==> src/rtl/memory_access_controller_pkg.sv <==
// memory_access_controller_pkg
// Shared types and constants for the SRAM data-memory access controller:
// the sequencer state enum, default parameter values and the half-word select
// values that form the SRAM address LSB.
package memory_access_controller_pkg;

  typedef enum logic [1:0] {
    StIdle,
    StLow,
    StHigh,
    StDone
  } state_e;

  localparam int unsigned DefaultWaitStates    = 1;
  localparam int unsigned DefaultAddrBase      = 1024;
  localparam int unsigned DefaultSramAddrWidth = 18;

  // Width of the per-phase wait counter; holds the largest legal wait-state count (7).
  localparam int unsigned PhaseCntWidth = 3;

  // SRAM address LSB selecting the half of a 32-bit word.
  localparam logic HalfLow  = 1'b0;
  localparam logic HalfHigh = 1'b1;

endpackage

==> src/rtl/phase_wait_counter.sv <==
// phase_wait_counter
// Counts the cycles spent in one SRAM phase, from 0 up to MaxCount.
// Ports:
//   clk_i   clock (posedge)
//   rst_i   synchronous active-high reset
//   clear_i return the count to 0 on the next edge (has priority over en_i)
//   en_i    advance the count; it saturates at MaxCount
//   last_o  high while the count equals MaxCount (final cycle of the phase)
module phase_wait_counter #(
  parameter int unsigned MaxCount = 1,
  parameter int unsigned Width    = 3
) (
  input  logic clk_i,
  input  logic rst_i,
  input  logic clear_i,
  input  logic en_i,
  output logic last_o
);

  logic [Width-1:0] count_q, count_d;

  assign last_o = (count_q == Width'(MaxCount));

  always_comb begin
    count_d = count_q;
    if (clear_i) begin
      count_d = '0;
    end else if (en_i && !last_o) begin
      count_d = count_q + 1'b1;
    end
  end

  always_ff @(posedge clk_i) begin
    if (rst_i) begin
      count_q <= '0;
    end else begin
      count_q <= count_d;
    end
  end

endmodule

==> src/rtl/memory_access_controller.sv <==
// memory_access_controller
// Replaces the single-cycle data memory: each 32-bit load/store from the MEM
// stage becomes a LOW then HIGH 16-bit access to an asynchronous SRAM, each
// phase lasting WAIT_STATES+1 cycles. ready is low while the pipeline must freeze.
// Ports:
//   clk, rst                              clock and synchronous active-high reset
//   memoryReadEnabled/memoryWriteEnabled  load/store request (sampled only in IDLE)
//   address, writeData                    byte address and store data
//   readData                              registered load result
//   ready                                 low = freeze the pipeline
//   sramAddr/sramDqOut/sramDqOe/sramWeN   registered SRAM drive signals
//   sramDqIn                              SRAM read data
// Optional feature: define MEMORY_ACCESS_CONTROLLER_READ_BUFFER_EN to add a
// one-entry buffer that answers a repeated load of the last-read word in IDLE.
module memory_access_controller
  import memory_access_controller_pkg::*;
#(
  parameter int unsigned WAIT_STATES     = DefaultWaitStates,
  parameter int unsigned ADDR_BASE       = DefaultAddrBase,
  parameter int unsigned SRAM_ADDR_WIDTH = DefaultSramAddrWidth
) (
  input  logic                       clk,
  input  logic                       rst,
  input  logic                       memoryReadEnabled,
  input  logic                       memoryWriteEnabled,
  input  logic [31:0]                address,
  input  logic [31:0]                writeData,
  output logic [31:0]                readData,
  output logic                       ready,
  output logic [SRAM_ADDR_WIDTH-1:0] sramAddr,
  output logic [15:0]                sramDqOut,
  output logic                       sramDqOe,
  input  logic [15:0]                sramDqIn,
  output logic                       sramWeN
);

  localparam int unsigned IdxWidth = SRAM_ADDR_WIDTH - 1;

  state_e state_q, state_d;
  logic                       is_write_q, is_write_d;
  logic [IdxWidth-1:0]        sram_idx_q, sram_idx_d;
  logic [31:0]                wdata_q, wdata_d;
  logic [31:0]                read_data_q, read_data_d;
  logic [SRAM_ADDR_WIDTH-1:0] sram_addr_q, sram_addr_d;
  logic [15:0]                sram_dq_out_q, sram_dq_out_d;
  logic                       sram_dq_oe_q, sram_dq_oe_d;
  logic                       sram_we_n_q, sram_we_n_d;

  logic                req;
  logic                hit;
  logic                half;
  logic                cnt_last;
  logic [31:0]         word_offset;
  logic [IdxWidth-1:0] req_sram_idx;

  assign req          = memoryReadEnabled | memoryWriteEnabled;
  // Unsigned subtraction: addresses below the base wrap around modulo 2^32.
  assign word_offset  = address - 32'(ADDR_BASE);
  assign req_sram_idx = IdxWidth'(word_offset >> 2);

`ifdef MEMORY_ACCESS_CONTROLLER_READ_BUFFER_EN
  logic        buf_valid_q, buf_valid_d;
  logic [29:0] buf_idx_q, buf_idx_d;
  logic [29:0] req_idx;

  assign req_idx = 30'(word_offset >> 2);
  // A write request outranks the read, so it never counts as a hit.
  assign hit = (state_q == StIdle) & memoryReadEnabled & ~memoryWriteEnabled &
               buf_valid_q & (buf_idx_q == req_idx);
`else
  assign hit = 1'b0;
`endif

  assign ready = ~req | (state_q == StDone) | hit;

  phase_wait_counter #(
    .MaxCount (WAIT_STATES),
    .Width    (PhaseCntWidth)
  ) u_phase_wait_counter (
    .clk_i   (clk),
    .rst_i   (rst),
    .clear_i (state_d != state_q),
    .en_i    ((state_q == StLow) | (state_q == StHigh)),
    .last_o  (cnt_last)
  );

  always_comb begin
    state_d     = state_q;
    is_write_d  = is_write_q;
    sram_idx_d  = sram_idx_q;
    wdata_d     = wdata_q;
    read_data_d = read_data_q;
`ifdef MEMORY_ACCESS_CONTROLLER_READ_BUFFER_EN
    buf_valid_d = buf_valid_q;
    buf_idx_d   = buf_idx_q;
`endif
    unique case (state_q)
      StIdle: begin
        if (req && !hit) begin
          state_d    = StLow;
          is_write_d = memoryWriteEnabled;
          sram_idx_d = req_sram_idx;
          wdata_d    = writeData;
`ifdef MEMORY_ACCESS_CONTROLLER_READ_BUFFER_EN
          // Invalidate up front; a read re-validates once its data is complete.
          buf_valid_d = 1'b0;
          buf_idx_d   = req_idx;
`endif
        end
      end
      StLow: begin
        if (cnt_last) begin
          state_d = StHigh;
          if (!is_write_q) read_data_d[15:0] = sramDqIn;
        end
      end
      StHigh: begin
        if (cnt_last) begin
          state_d = StDone;
          if (!is_write_q) begin
            read_data_d[31:16] = sramDqIn;
`ifdef MEMORY_ACCESS_CONTROLLER_READ_BUFFER_EN
            buf_valid_d = 1'b1;
`endif
          end
        end
      end
      StDone: state_d = StIdle;
    endcase
  end

  // SRAM outputs are registered, so they are decoded from the next state.
  always_comb begin
    sram_we_n_d   = 1'b1;
    sram_dq_oe_d  = 1'b0;
    sram_addr_d   = '0;
    sram_dq_out_d = '0;
    half          = (state_d == StHigh) ? HalfHigh : HalfLow;
    if ((state_d == StLow) || (state_d == StHigh)) begin
      sram_addr_d = {sram_idx_d, half};
      if (is_write_d) begin
        sram_we_n_d   = 1'b0;
        sram_dq_oe_d  = 1'b1;
        sram_dq_out_d = (half == HalfHigh) ? wdata_d[31:16] : wdata_d[15:0];
      end
    end
  end

  always_ff @(posedge clk) begin
    if (rst) begin
      state_q       <= StIdle;
      is_write_q    <= 1'b0;
      sram_idx_q    <= '0;
      wdata_q       <= '0;
      read_data_q   <= '0;
      sram_addr_q   <= '0;
      sram_dq_out_q <= '0;
      sram_dq_oe_q  <= 1'b0;
      sram_we_n_q   <= 1'b1;
`ifdef MEMORY_ACCESS_CONTROLLER_READ_BUFFER_EN
      buf_valid_q   <= 1'b0;
      buf_idx_q     <= '0;
`endif
    end else begin
      state_q       <= state_d;
      is_write_q    <= is_write_d;
      sram_idx_q    <= sram_idx_d;
      wdata_q       <= wdata_d;
      read_data_q   <= read_data_d;
      sram_addr_q   <= sram_addr_d;
      sram_dq_out_q <= sram_dq_out_d;
      sram_dq_oe_q  <= sram_dq_oe_d;
      sram_we_n_q   <= sram_we_n_d;
`ifdef MEMORY_ACCESS_CONTROLLER_READ_BUFFER_EN
      buf_valid_q   <= buf_valid_d;
      buf_idx_q     <= buf_idx_d;
`endif
    end
  end

  assign readData  = read_data_q;
  assign sramAddr  = sram_addr_q;
  assign sramDqOut = sram_dq_out_q;
  assign sramDqOe  = sram_dq_oe_q;
  assign sramWeN   = sram_we_n_q;

endmodule

==> config.mk <==
export PLATFORM = sky130hd
export DESIGN_NAME = memory_access_controller
export DESIGN_NICKNAME = d
export VERILOG_FILES = /design/src/rtl/memory_access_controller_pkg.sv /design/src/rtl/phase_wait_counter.sv /design/src/rtl/memory_access_controller.sv
export SDC_FILE = /design/constraint.sdc
export NUM_CORES = 1
export LEC_CHECK = 0
export BUFFER_PORTS_ARGS = -buffer_cell sky130_fd_sc_hd__buf_2
export CAP_MARGIN = 5
export CORE_MARGIN = 4
export CORE_UTILIZATION = 55
export DETAILED_ROUTE_END_ITERATION = 10
export PLACE_DENSITY = 0.85
export SYNTH_ARGS = -nofsm -noshare
export SYNTH_HDL_FRONTEND = slang
export SYNTH_SLANG_ARGS = --single-unit
==> constraint.sdc <==
create_clock -name clk -period 3.9 [get_ports clk]
set_clock_uncertainty 0.1 [all_clocks]
set_input_delay 0.39 -clock clk [delete_from_list [all_inputs] [get_ports clk]]
set_output_delay 0.39 -clock clk [all_outputs]
set_load 0.01 [all_outputs]
Yosys cells after proc, flatten, opt, wreduce, memory -nomap -nowiden
Cells that the tools add are included.
W data, S select, Z words.
Cells by class
  add/subtract/negate cells: 2
  multiply operators: 0
  divide/modulo/power cells: 0
  order comparisons: 0
  equal/unequal tests: 7
  shift-type cells: 0
  muxes and demuxes: 14
  bitwise gates (word level): 7
  reduce and logical (&&, ||, !) cells: 9
Operator list (count)
  $mux W32: 2
  $mux W17: 2
  $sub A19 B11 Y19 const B: 1
  $mux W16: 1
  $pmux W2 S4: 1
  $eq A2 B2 Y1 const B: 3
  $mux W2: 3
  $reduce_and A3 Y1: 2
  $mux W1: 5
  $eq A2 B1 Y1 const B: 2
  $not A1 Y1: 4
  $reduce_or A2 Y1: 2
  $add A3 B1 Y3 const B: 1
  $eq A3 B1 Y1 const B: 1
  $or A1 B1 Y1: 3
  $reduce_or A3 Y1: 1
  $logic_not A2 Y1: 1
  $ne A2 B2 Y1: 1
  $logic_and A1 B1 Y1: 1
  $logic_not A1 Y1: 1
  $logic_or A1 B1 Y1: 1
Word-level totals
  register bits: 123
  bits in latches: 0
  memory bits (writable): 0
  memory bits (read-only): 0
  bits of input ports: 84
  memories kept: 0

Depth between registers and ports, before layout
  word-level depth: 7
  mapped depth: 14
  mapped depth without buffers: 10

By module
From an unflattened synthesis, not the netlist that was laid out.
Second synthesis, totals
  cell total of the unflattened synthesis: 515
  area, all modules: 4839.6 µm²
Modules (own cells, without submodules)
  memory_access_controller: instances 1, cells each 495, area each 4668.2 µm²
  phase_wait_counter: instances 1, cells each 20, area each 171.4 µm²

Worst setup path after synthesis
Ideal clock, no wire load.
  path kind: reg-to-reg
  start point: reg state_q[0]
  end point: reg sram_dq_out_q[10], in the netlist sramDqOut[10]
  library setup time: 61 ps
  data arrival time: 2484 ps
  required time: 3739 ps
  path slack: 1255 ps
  cell stages (with the launch flop): 14
  buffers on the path: 4
  path through: dfxtp_1 > inv_1 > ha_1 > buf_2 > o21ai_0 > o21ai_0 > o21bai_1 > ha_1 > or2_1 > buf_6 > or2_1 > buf_2 > buf_8 > nor2b_4
Between the ends
  cells in the longest elaborated chain, start to end: 6
  elaborated cells on any way between the ends: 18
RTL lines
  from (decl): RTL line memory_access_controller.sv:39  | state_e state_q, state_d;
  from (signal assigned): RTL line memory_access_controller.sv:151  | state_q <= StIdle;
  from (signal assigned): RTL line memory_access_controller.sv:165  | state_q <= state_d;
  $eq A2 B2 Y1, or another cell as far along: RTL line memory_access_controller.sv:97  | unique case (state_q)
  $pmux W2 S4: RTL line memory_access_controller.sv:97
  $eq A2 B1 Y1 / $eq A2 B2 Y1 (equally long branches): RTL line memory_access_controller.sv:139, memory_access_controller.sv:138
  $logic_or A1 B1 Y1: RTL line memory_access_controller.sv:139  | if ((state_d == StLow) || (state_d == StHigh)) begin
  $not A1 Y1 (no line)
  $reduce_or A3 Y1 (no line)
  to (signal assigned): RTL line memory_access_controller.sv:171  | sram_dq_out_q <= sram_dq_out_d;
  to (decl): RTL line memory_access_controller.sv:45  | logic [15:0] sram_dq_out_q, sram_dq_out_d;
Parallel ways exist; a longest one is shown, timed or not.
A chain may end at the register's enable or synchronous reset.

Worst setup path in the final report
  start point: reg state_q[0]
  end point: reg sram_dq_out_q[1], in the netlist sramDqOut[1]
Between the ends
  elaborated cells on any way between the ends: 18
RTL lines
  $eq A2 B2 Y1, or another cell as far along: RTL line memory_access_controller.sv:97
  $pmux W2 S4 (*): RTL line memory_access_controller.sv:97
  $eq A2 B2 Y1 (*): RTL line memory_access_controller.sv:138  | half = (state_d == StHigh) ? HalfHigh : HalfLow;
  $mux W1 (*): RTL line memory_access_controller.sv:138
  net half: RTL line memory_access_controller.sv:51  | logic half;
  $mux W16 (*): RTL line memory_access_controller.sv:144  | sram_dq_out_d = (half == HalfHigh) ? wdata_d[31:16] : wdata_d[15:0];
The timed path passes the listed nets; every way through them passes the cells marked *.

==> results.sh <==
export IMPL_grt_start_max_net_pins=86
export IMPL_final_common_cell="buf_2"
export IMPL_cts_inserted_buffers=17
export IMPL_hpwl_um=7580
export IMPL_grtUsageMet3=0.0819
export IMPL_yosys_register_bits=123
export IMPL_postSynthAreaPerCell_sq_um=9.47
export IMPL_clockBufferDepth=2
export IMPL_clk_latency_ns=0.50
export IMPL_drive_gt1_frac=0.321
export IMPL_nets=741
export IMPL_clkTransAtPathRegs_ns=0.06
export IMPL_drv_cap=0
export IMPL_slew_violations=0
export IMPL_grt_overflow=0
export IMPL_vias=4057
export IMPL_area_growth_pct=25.3
export IMPL_numClockSinks=123
export IMPL_hp_class="primary input to flip-flop"
export IMPL_final_cell_mix="buf_2 (137), nand2_1 (132), dfxtp_1 (123)"
export IMPL_vdd_drop_max_uv=299
export IMPL_top_usage_layer="met2"
export IMPL_syn_cell_area_sq_um=4900
export IMPL_worstSetupPathType="flip-flop to flip-flop"
export IMPL_postCtsHoldBufs=0
export IMPL_min_period_over_period=0.792
export IMPL_wl_per_cell_um=14.5
export IMPL_nFillCells=670
export IMPL_status="finished, final reports clean"
export IMPL_totalNegativeSetupSlack_ns=0
export IMPL_final_hold_viol_count=0
export IMPL_fmax_mhz=324
export IMPL_cp_end_kind="flip-flop"
export IMPL_die_h_um=102
export IMPL_dr_pass1_iters=4
export IMPL_yosysWarningCount=0
export IMPL_tritoncts="yes"
export IMPL_whs_ns=0.0265
export IMPL_dieArea_sq_um=10500
export IMPL_slew_headroom=0.418
export IMPL_postCtsSetupBuffers=0
export IMPL_vias_per_cell=5.28
export IMPL_setup_violations=0
export IMPL_rsz0062_at_grt="no"
export IMPL_worstPathArrival_ns=3.37
export IMPL_grt_pass1_wl_um=18000
export IMPL_postRouteAntennaNets=0
export IMPL_htree_levels=4
export IMPL_cp_start_kind="flip-flop"
export IMPL_synth_flop_cell="dfxtp_1"
export IMPL_wl_um=11100
export IMPL_cts_resized=0
export IMPL_grt_pass1_vias=3973
export IMPL_synth_cells=517
export IMPL_core_rowCount=34
export IMPL_grt_usage=0.220
export IMPL_io_pins=153
export IMPL_dpl_instance_area_sq_um=5580
export IMPL_drt_initial_drc_count=125
export IMPL_chipWidth_um=102
export IMPL_ys_async_sr_fraction=0
export IMPL_grt_use_met1=0.262
export IMPL_start_util=0.564
export IMPL_synth_edff_count=0
export IMPL_final_area_sq_um=6130
export IMPL_max_slew_worst_pin_slew_ns=0.873
export IMPL_powerDensity_nw_per_um2=594
export IMPL_port_buffers=137
export IMPL_leakage_nw=2.68
export IMPL_use_met2=0.365
export IMPL_core_sq_um=8680
export IMPL_n_antenna_cell=0
export IMPL_required_ns=4.18
export IMPL_yosysSeqAreaShare=0.503
export IMPL_hold_depth=3
export IMPL_grt_antenna_before_repair=0
export IMPL_cp_max_fo=16
export IMPL_drc=0
export IMPL_cts_root_buffer="clkbuf_8"
export IMPL_fin_crit_ns=3.09
export IMPL_synth_distinct_cells=44
export IMPL_syn_num_nets=611
export IMPL_worstRegToRegCells=9
export IMPL_globalplace_congestion=0.788
-- critical path, stage by stage (launching register included) --
cell      delay [ns]
dfxtp_1         0.49
inv_1           0.16
ha_1            0.35
o21ai_0         0.16
o21ai_0         0.13
o21bai_1        0.19
ha_1            0.23
clkinv_1        0.55
mux4_2          0.49
nor2b_1         0.14
-- cell usage after synthesis, types with 4 or more instances --
master,n,area (sq um)
mux4_2,16,360
nand2_1,132,495
clkbuf_1,11,41.3
nor2b_4,8,110
inv_1,7,26.3
nor3_1,16,80.1
ha_1,10,125
o21ai_0,5,25.0
a21oi_1,71,355
mux2i_1,9,90.1
buf_6,4,45.0
nor2b_1,10,62.6
nor2_1,40,150
buf_1,5,18.8
dfxtp_1,123,2460
buf_2,7,35.0
-- layer usage --
metal | vias up | wire, um
met5 | - | 0
met4 | 0 | 92
met3 | 9 | 814
met2 | 129 | 5720
met1 | 1926 | 4480
li1 | 1993 | -
-- report_power, final --
group	internal, mW	total [mW]	leakage [nW]	switching (mW)
Combinational	0.316	0.739	1.41	0.423
Sequential	1.40	1.46	1.01	0.0597
Clock	0.856	1.45	0.263	0.591
Total	2.57	3.65	2.68	1.07
-- registers in the layout (all words and copies together) (netlist names) --
register	cells
is_write_q	1
readData	32
sramAddr	18
sramDqOe	1
sramDqOut	16
sramWeN	1
sram_idx_q	17
state_q	2
u_phase_wait_counter.count_q	3
wdata_q	32
-- final timing paths --
kind                              from                         to  slack (ns)
min reg2reg  readData[21]$_SDFFE_PP0P_  readData[21]$_SDFFE_PP0P_        0.35
max              state_q[0]$_SDFF_PP0_    sramDqOut[1]$_SDFF_PP0_        0.81
min                        sramDqIn[2]  readData[18]$_SDFFE_PP0P_        0.03
max reg2reg      state_q[0]$_SDFF_PP0_    sramDqOut[1]$_SDFF_PP0_        0.81
-- cells by family after synthesis --
kind of cell    synth area share
compound gates             0.105
xor+xnor                 0.00716
fa+ha+maj                 0.0256
buf+inv                   0.0424
flops                      0.503
mux                       0.0920
simple gates               0.225
-- final cells by class --
cell class / instances / area, sq um / area share
Clock buffer: 18 / 418 / 0.0681
Clock inverter: 14 / 136 / 0.0222
Inverter: 8 / 30.0 / 0.00490
Multi-Input combinational cell: 355 / 2230 / 0.363
Sequential cell: 123 / 2460 / 0.401
Tap cell: 108 / 135 / 0.0220
Timing Repair Buffer: 142 / 723 / 0.118
-- through the flow --
stage	setup WS, ns	power (mW)	instances	utilization
after floorplan	1.26	2.05	517	-
after global placement	0.861	2.20	736	0.643
after global routing	0.558	3.83	768	0.707
final	0.812	3.65	768	0.707
after CTS	0.774	3.68	768	0.707
after detailed placement	0.784	2.23	736	0.643
No activity file was read; power rests on OpenSTA's default activity.
